--- config.mk ---
export PLATFORM = sky130hd
export DESIGN_NAME = broadcast_queue_flat
export DESIGN_NICKNAME = d
export VERILOG_FILES = /design/src/rtl/broadcast_queue_if.sv /design/src/rtl/broadcast_queue.sv /design/src/flat_wrapper.sv
export SDC_FILE = /design/constraint.sdc
export NUM_CORES = 1
export LEC_CHECK = 0
export ABC_AREA = 1
export CAP_MARGIN = 25
export CELL_PAD_IN_SITES_DETAIL_PLACEMENT = 1
export CELL_PAD_IN_SITES_GLOBAL_PLACEMENT = 1
export CORE_ASPECT_RATIO = 1.1
export CORE_UTILIZATION = 30
export CTS_CLUSTER_SIZE = 8
export DETAILED_ROUTE_END_ITERATION = 8
export PLACE_DENSITY = 0.62
export SYNTH_ARGS = -nofsm -noshare
export SYNTH_HDL_FRONTEND = slang
export SYNTH_SLANG_ARGS = --single-unit
--- constraint.sdc ---
create_clock -name clk -period 6.2 [get_ports clk]
set_input_delay 0.62 -clock clk [delete_from_list [all_inputs] [get_ports clk]]
set_output_delay 0.62 -clock clk [all_outputs]
set_load 0.02 [all_outputs]
--- src/rtl/broadcast_queue_if.sv ---
// Bus bundle between the functional units / result-bus consumer and the
// broadcast queue. The master modport is the environment side (FUs plus
// bus consumer); the slave modport is the queue itself.
interface broadcast_queue_if #(
    parameter int DATA_WIDTH = 32,
    parameter int TAG_WIDTH  = 7,
    parameter int NUM_PORTS  = 4,
    parameter int DEPTH      = 8
);
    localparam int CNT_W = $clog2(DEPTH) + 1;

    logic [NUM_PORTS-1:0]            fu_done;
    logic [NUM_PORTS*DATA_WIDTH-1:0] fu_result;
    logic [NUM_PORTS*TAG_WIDTH-1:0]  fu_tag;
    logic [NUM_PORTS-1:0]            fu_queued;
    logic                            cdb_valid;
    logic [DATA_WIDTH-1:0]           cdb_data;
    logic [TAG_WIDTH-1:0]            cdb_tag;
    logic                            cdb_ready;
    logic [CNT_W-1:0]                count;
    logic                            overflow;

    modport master (
        output fu_done, fu_result, fu_tag, cdb_ready,
        input  fu_queued, cdb_valid, cdb_data, cdb_tag, count, overflow
    );

    modport slave (
        input  fu_done, fu_result, fu_tag, cdb_ready,
        output fu_queued, cdb_valid, cdb_data, cdb_tag, count, overflow
    );
endinterface

--- src/rtl/broadcast_queue.sv ---
// Broadcast queue: collects completion results from NUM_PORTS functional
// units into a circular FIFO and presents the oldest entry on the common
// data bus (show-ahead). Several ports may enqueue in one cycle; they are
// accepted in ascending port order while free slots remain.
// Optional feature macro: BQ_OVERFLOW_FLAG_EN -- when defined, a sticky
// overflow register records any cycle in which a done pulse was dropped;
// otherwise overflow is tied to 0.
module broadcast_queue #(
    parameter int DATA_WIDTH = 32,
    parameter int TAG_WIDTH  = 7,
    parameter int NUM_PORTS  = 4,
    parameter int DEPTH      = 8
) (
    input  logic             clk,
    input  logic             rst,
    broadcast_queue_if.slave bus
);
    localparam int PTR_W = $clog2(DEPTH);
    localparam int CNT_W = PTR_W + 1;
    localparam logic [CNT_W-1:0] DEPTH_C = CNT_W'(DEPTH);

    logic [DATA_WIDTH-1:0] r_data [DEPTH];
    logic [TAG_WIDTH-1:0]  r_tag  [DEPTH];
    logic [PTR_W-1:0]      r_head;
    logic [PTR_W-1:0]      r_tail;
    logic [CNT_W-1:0]      r_count;

    logic                  w_valid;
    logic                  w_pop;
    logic [CNT_W-1:0]      w_free;
    logic [CNT_W-1:0]      w_acc;
    logic [NUM_PORTS-1:0]  w_queued;
    logic [PTR_W-1:0]      w_wr_idx [NUM_PORTS];

    // Head availability and pop; everything is held off while reset is high.
    assign w_valid = (r_count != '0) && !rst;
    assign w_pop   = w_valid && bus.cdb_ready;
    assign w_free  = DEPTH_C - r_count + {{(CNT_W-1){1'b0}}, w_pop};

    // Accept done pulses lowest port first until the free slots run out.
    always_comb begin
        // NOTE: every output of this block gets a default before the loop so no latch is inferred.
        w_queued = '0;
        w_acc    = '0;
        for (int i = 0; i < NUM_PORTS; i++) begin
            w_wr_idx[i] = r_tail + w_acc[PTR_W-1:0];
            if (bus.fu_done[i] && !rst && (w_acc < w_free)) begin
                w_queued[i] = 1'b1;
                w_acc       = w_acc + 1'b1;
            end
        end
    end

    // Pointer and occupancy registers.
    always_ff @(posedge clk) begin
        // NOTE: state registers use non-blocking assignments so every flop samples pre-edge values.
        if (rst) begin
            r_head  <= '0;
            r_tail  <= '0;
            r_count <= '0;
        end else begin
            r_head  <= r_head + {{(PTR_W-1){1'b0}}, w_pop};
            r_tail  <= r_tail + w_acc[PTR_W-1:0];
            r_count <= r_count + w_acc - {{(CNT_W-1){1'b0}}, w_pop};
        end
    end

    // Storage writes for accepted ports at consecutive tail slots.
    always_ff @(posedge clk) begin
        // NOTE: the storage array is deliberately not reset; count gates its visibility.
        for (int i = 0; i < NUM_PORTS; i++) begin
            if (w_queued[i]) begin
                r_data[w_wr_idx[i]] <= bus.fu_result[i*DATA_WIDTH +: DATA_WIDTH];
                r_tag[w_wr_idx[i]]  <= bus.fu_tag[i*TAG_WIDTH +: TAG_WIDTH];
            end
        end
    end

`ifdef BQ_OVERFLOW_FLAG_EN
    logic r_overflow;

    // Sticky record of any done pulse that was not accepted.
    always_ff @(posedge clk) begin
        if (rst) begin
            r_overflow <= 1'b0;
        end else if (|(bus.fu_done & ~w_queued)) begin
            r_overflow <= 1'b1;
        end
    end

    assign bus.overflow = r_overflow;
`else
    assign bus.overflow = 1'b0;
`endif

    assign bus.fu_queued = w_queued;
    assign bus.cdb_valid = w_valid;
    assign bus.cdb_data  = r_data[r_head];
    assign bus.cdb_tag   = r_tag[r_head];
    assign bus.count     = r_count;
endmodule
--- src/flat_wrapper.sv ---
// flat-port wrapper written by rule: the top's interface ports become plain ports
module broadcast_queue_flat 
#(
    parameter int DATA_WIDTH = 32,
    parameter int TAG_WIDTH  = 7,
    parameter int NUM_PORTS  = 4,
    parameter int DEPTH      = 8
)
  (clk, rst, bus_fu_done, bus_fu_result, bus_fu_tag, bus_cdb_ready, bus_fu_queued, bus_cdb_valid, bus_cdb_data, bus_cdb_tag, bus_count, bus_overflow);
  broadcast_queue_if #(.DATA_WIDTH(DATA_WIDTH), .TAG_WIDTH(TAG_WIDTH), .NUM_PORTS(NUM_PORTS), .DEPTH(DEPTH)) bus_i ();
  input  logic clk;
  input  logic rst;
  input wire logic [$bits(bus_i.fu_done)-1:0] bus_fu_done;
  input wire logic [$bits(bus_i.fu_result)-1:0] bus_fu_result;
  input wire logic [$bits(bus_i.fu_tag)-1:0] bus_fu_tag;
  input wire logic [$bits(bus_i.cdb_ready)-1:0] bus_cdb_ready;
  output wire logic [$bits(bus_i.fu_queued)-1:0] bus_fu_queued;
  output wire logic [$bits(bus_i.cdb_valid)-1:0] bus_cdb_valid;
  output wire logic [$bits(bus_i.cdb_data)-1:0] bus_cdb_data;
  output wire logic [$bits(bus_i.cdb_tag)-1:0] bus_cdb_tag;
  output wire logic [$bits(bus_i.count)-1:0] bus_count;
  output wire logic [$bits(bus_i.overflow)-1:0] bus_overflow;
  assign bus_i.fu_done = bus_fu_done;
  assign bus_i.fu_result = bus_fu_result;
  assign bus_i.fu_tag = bus_fu_tag;
  assign bus_i.cdb_ready = bus_cdb_ready;
  assign bus_fu_queued = bus_i.fu_queued;
  assign bus_cdb_valid = bus_i.cdb_valid;
  assign bus_cdb_data = bus_i.cdb_data;
  assign bus_cdb_tag = bus_i.cdb_tag;
  assign bus_count = bus_i.count;
  assign bus_overflow = bus_i.overflow;
  broadcast_queue #(.DATA_WIDTH(DATA_WIDTH), .TAG_WIDTH(TAG_WIDTH), .NUM_PORTS(NUM_PORTS), .DEPTH(DEPTH)) u_core (.clk(clk), .rst(rst), .bus(bus_i));
endmodule
==> results.yml <==
synthesis:
  netlist-cell-type-count: 37
  synth-edff-count: 312
  ys.flop_type: "sky130_fd_sc_hd__edfxtp_1"
  synth_seq_cells: 322
  async_flop_share_pct: 0
  postSynthAreaPerCell_sq_um: 6.48
  synth-warning-count: 0
  post_synth_instance_area_sq_um: 26000
  synth.net_count: 4207
  synthesis.instances: 4020
  yosysSeqAreaShare_pct: 36.8
  post_synth_main_area_contributors: "sky130_fd_sc_hd__edfxtp_1 36%, sky130_fd_sc_hd__nand2_1 23%, sky130_fd_sc_hd__nand3_1 18%"
  synth_area_leader_cell: "sky130_fd_sc_hd__edfxtp_1"
  yosys.area.top_type_share_pct: 36.0
power_and_ir_drop:
  power_density_nw_per_um2: 421
  irDropWorstVdd_mv: 0.354
  total_leakage_power_uw: 0.0133
routing:
  detail_route.vias_per_cell: 5.67
  wirelength_um: 136000
  routed_wire_length_per_instance_um: 26.5
  drt_iter0_markers: 2944
  drcViolationCount: 0
  drt_first_pass_iters: 5
  dr_total_vias: 29100
  antenna_left: 0
timing:
  hold_viol: 0
  finalCritPeriodShare_pct: 92.8
  timing_worst_slew_pin_value_ns: 1.05
  finalWorstPathRequiredPeriod_ns: 5.75
  worst_clock_skew_ns: 0.0149
  finalMaxSlewViolations: 0
  setup_viol_count_final: 0
  slew-limit-headroom_pct: 30.3
  max_freq_mhz: 174
  rsz_0062_raised_after_global_routing: "false"
  finalWorstSetupSlack_ns: 0.447
clocking:
  cts_sinks: 322
  cts_resized: 0
  clock_tree.buffer_depth: 3
  tritoncts_buffers: 47
  cts_tree: "yes"
  hold_buffers: 0
  clockRootBuffer: "sky130_fd_sc_hd__clkbuf_16"
  clk_transition_reported_paths_ns: 0.05
  clock_insertion_delay_worst_skew_ns: 0.61
  post-cts-setup-buffers: 0
  htree_num_levels: 2
cells_and_area:
  finish.net_count: 4151
  layout-area-overhead-vs-synth_pct: 14.7
  final_layout_size_suffix_gt1_share_pct: 5.49
  layout_common_cells: "1589 x sky130_fd_sc_hd__nand2_1, 941 x sky130_fd_sc_hd__nand3_1, 312 x sky130_fd_sc_hd__edfxtp_1"
  most_common_cell_after_layout_fill_and_taps_aside: "sky130_fd_sc_hd__nand2_1"
  stdcell_area_sq_um: 29900
min_path:
  hold_path_end: "u_core.r_head[2]"
  worstHoldPathCells: 2
  holdCritPathClass: "register to register"
  timing.hold.worst.start: "u_core.r_head[2]"
critical_path:
  timing.reg2reg.setup_slack_ns: 0.94
  r2r_start: "u_core.bus.count[2]"
  critical_path_peak_fanout: 19
  rr_worst_depth: 31
  worst-endpoint-arrival_ns: 5.13
  r2r_end: "u_core.r_tag[2][0]"
  timing.setup.critical_path_class: "register to primary output"
  cp_data_required_time_ns: 5.58
  worst_setup_path_start_kind: "register"
  end_kind: "primary output"
placement:
  placedInstanceArea_sq_um: 28500
  place.detailed.hpwl_um: 77500
  detailedPlace.worstSlack_ns: 0.437
  place.gp.congestion: 0.850
  placement.io_buffers: 210
global_routing:
  first_global_vias: 29000
  grt_max_degree: 171
  grt_overflow_total: 0
  grt_antenna_before_repair: 5
  grt_first_pass_wirelength_um: 200000
  groute.usage.overall_pct: 30.7
floorplanning:
  start_util_pct: 30.5
  floorplan.die.width_um: 283
  die_y_um: 311
  row_cnt: 112
  core_sq_um: 85300
  num_io_pins: 212
  die_area_sq_um: 88000
job:
  timing.max_cap.violations: 0
run_status:
  result_of_the_run: "finished, final reports clean"
==> stage by stage <==
stage                     TNS, ns  hold WS [ns]  instances  power, uW  util (%)
after floorplan            -47.14         0.491       4020       7320         -
after CTS                       0         0.558       5126      12600      35.0
final                           0         0.557       5128      12600      35.0
after global routing            0         0.621       5127      13200      35.0
after global placement          0         0.529       5055       9960      33.4
after detailed placement        0         0.542       5055      10100      33.4
==> how the worst max path moves through the flow <==
stage	cells past startpoint	start	endpoint	slack, ns
4_1_cts	27	u_core.bus.count[2]	bus_fu_queued[3]	0.43
3_3_place_gp	31	rst	u_core.r_tag[2][0]	0.55
2_1_floorplan	33	rst	u_core.r_data[1][0]	-0.19
5_1_grt	29	u_core.bus.count[2]	bus_fu_queued[3]	0.15
3_5_place_dp	31	rst	u_core.r_tag[2][0]	0.44
6_report	27	u_core.bus.count[2]	bus_fu_queued[3]	0.45
==> sequential cells by signal (all words and copies together), names as in the netlist <==
signal and cells:
u_core.r_head 3, u_core.bus.count 4, u_core.r_data 256, u_core.r_tail 3, u_core.r_tag 56
==> cell type report <==
| cell class | count | area, sq um |
|---|---|---|
| timing repair buffer | 298 | 2840 |
| tap | 1140 | 1430 |
| inverter | 134 | 517 |
| antenna | 2 | 5.00 |
| clock buffer | 68 | 1290 |
| multi-input combinational | 3161 | 14200 |
| fill | 10700 | 55500 |
| sequential | 322 | 9580 |
| clock inverter | 3 | 33.8 |
==> metal layers <==
metal | routed length, um | vias to the layer above | GRT usage, %
met3 | 9890 | 301 | 3.92
met2 | 63800 | 1279 | 51.0
met1 | 56800 | 14400 | 40.2
li1 | - | 13100 | -
met4 | 5440 | 4 | 11.5
met5 | 26 | - | 0
==> synthesized netlist by cell type, drive strengths merged (2+ instances only) <==
cell / count
nand2: 1610
nand3: 942
edfxtp: 312
nor2: 311
buf: 248
o21ai: 159
clkbuf: 155
inv: 132
a31oi: 40
o22ai: 39
ha: 20
nand4: 17
dfxtp: 10
xor2: 6
xnor2: 5
fa: 4
a21oi: 2
clkinv: 2
==> power breakdown <==
part	leakage (uW)	switching [uW]	internal [uW]	total, uW
Clock	0.000637	1060	1420	2480
Sequential	0.00294	192	3330	3520
Combinational	0.00971	4940	1640	6580
==> cell families after synthesis <==
family | share of synthesized area (%)
buffers and inverters | 9.76
other | 0.0144
AOI/OAI and AO/OA | 5.05
muxes | 0.0384
adders and majority gates | 1.27
DFF | 36.8
and+or+nand+nor | 46.7
xor gates and xnor gates | 0.399
==> critical path, cell delays in order (launching register included) <==
cell                              delay (ns)
sky130_fd_sc_hd__dfxtp_1                0.37
sky130_fd_sc_hd__nor2_2                 0.23
sky130_fd_sc_hd__a31oi_4                0.12
sky130_fd_sc_hd__nand2_1                0.11
sky130_fd_sc_hd__ha_2                   0.17
sky130_fd_sc_hd__inv_2                  0.05
sky130_fd_sc_hd__ha_4                   0.15
sky130_fd_sc_hd__xor2_2                 0.15
sky130_fd_sc_hd__nand2_1                0.09
sky130_fd_sc_hd__inv_2                  0.04
sky130_fd_sc_hd__o211ai_1               0.07
sky130_fd_sc_hd__and3_4                 0.25
sky130_fd_sc_hd__inv_1                  0.05
sky130_fd_sc_hd__ha_1                   0.35
sky130_fd_sc_hd__o21ai_1                0.14
sky130_fd_sc_hd__nand2_1                0.07
sky130_fd_sc_hd__nand3_2                0.10
sky130_fd_sc_hd__nand2_2                0.09
sky130_fd_sc_hd__nand2_1                0.07
sky130_fd_sc_hd__o21ai_0                0.07
sky130_fd_sc_hd__buf_4                  0.16
sky130_fd_sc_hd__ha_1                   0.28
sky130_fd_sc_hd__nand2_1                0.06
sky130_fd_sc_hd__nand2_1                0.04
sky130_fd_sc_hd__nand2_1                0.09
sky130_fd_sc_hd__nand2_2                0.15
sky130_fd_sc_hd__inv_8                  0.22
sky130_fd_sc_hd__clkdlybuf4s50_1        0.76
No activity file was read; power rests on OpenSTA's default activity.
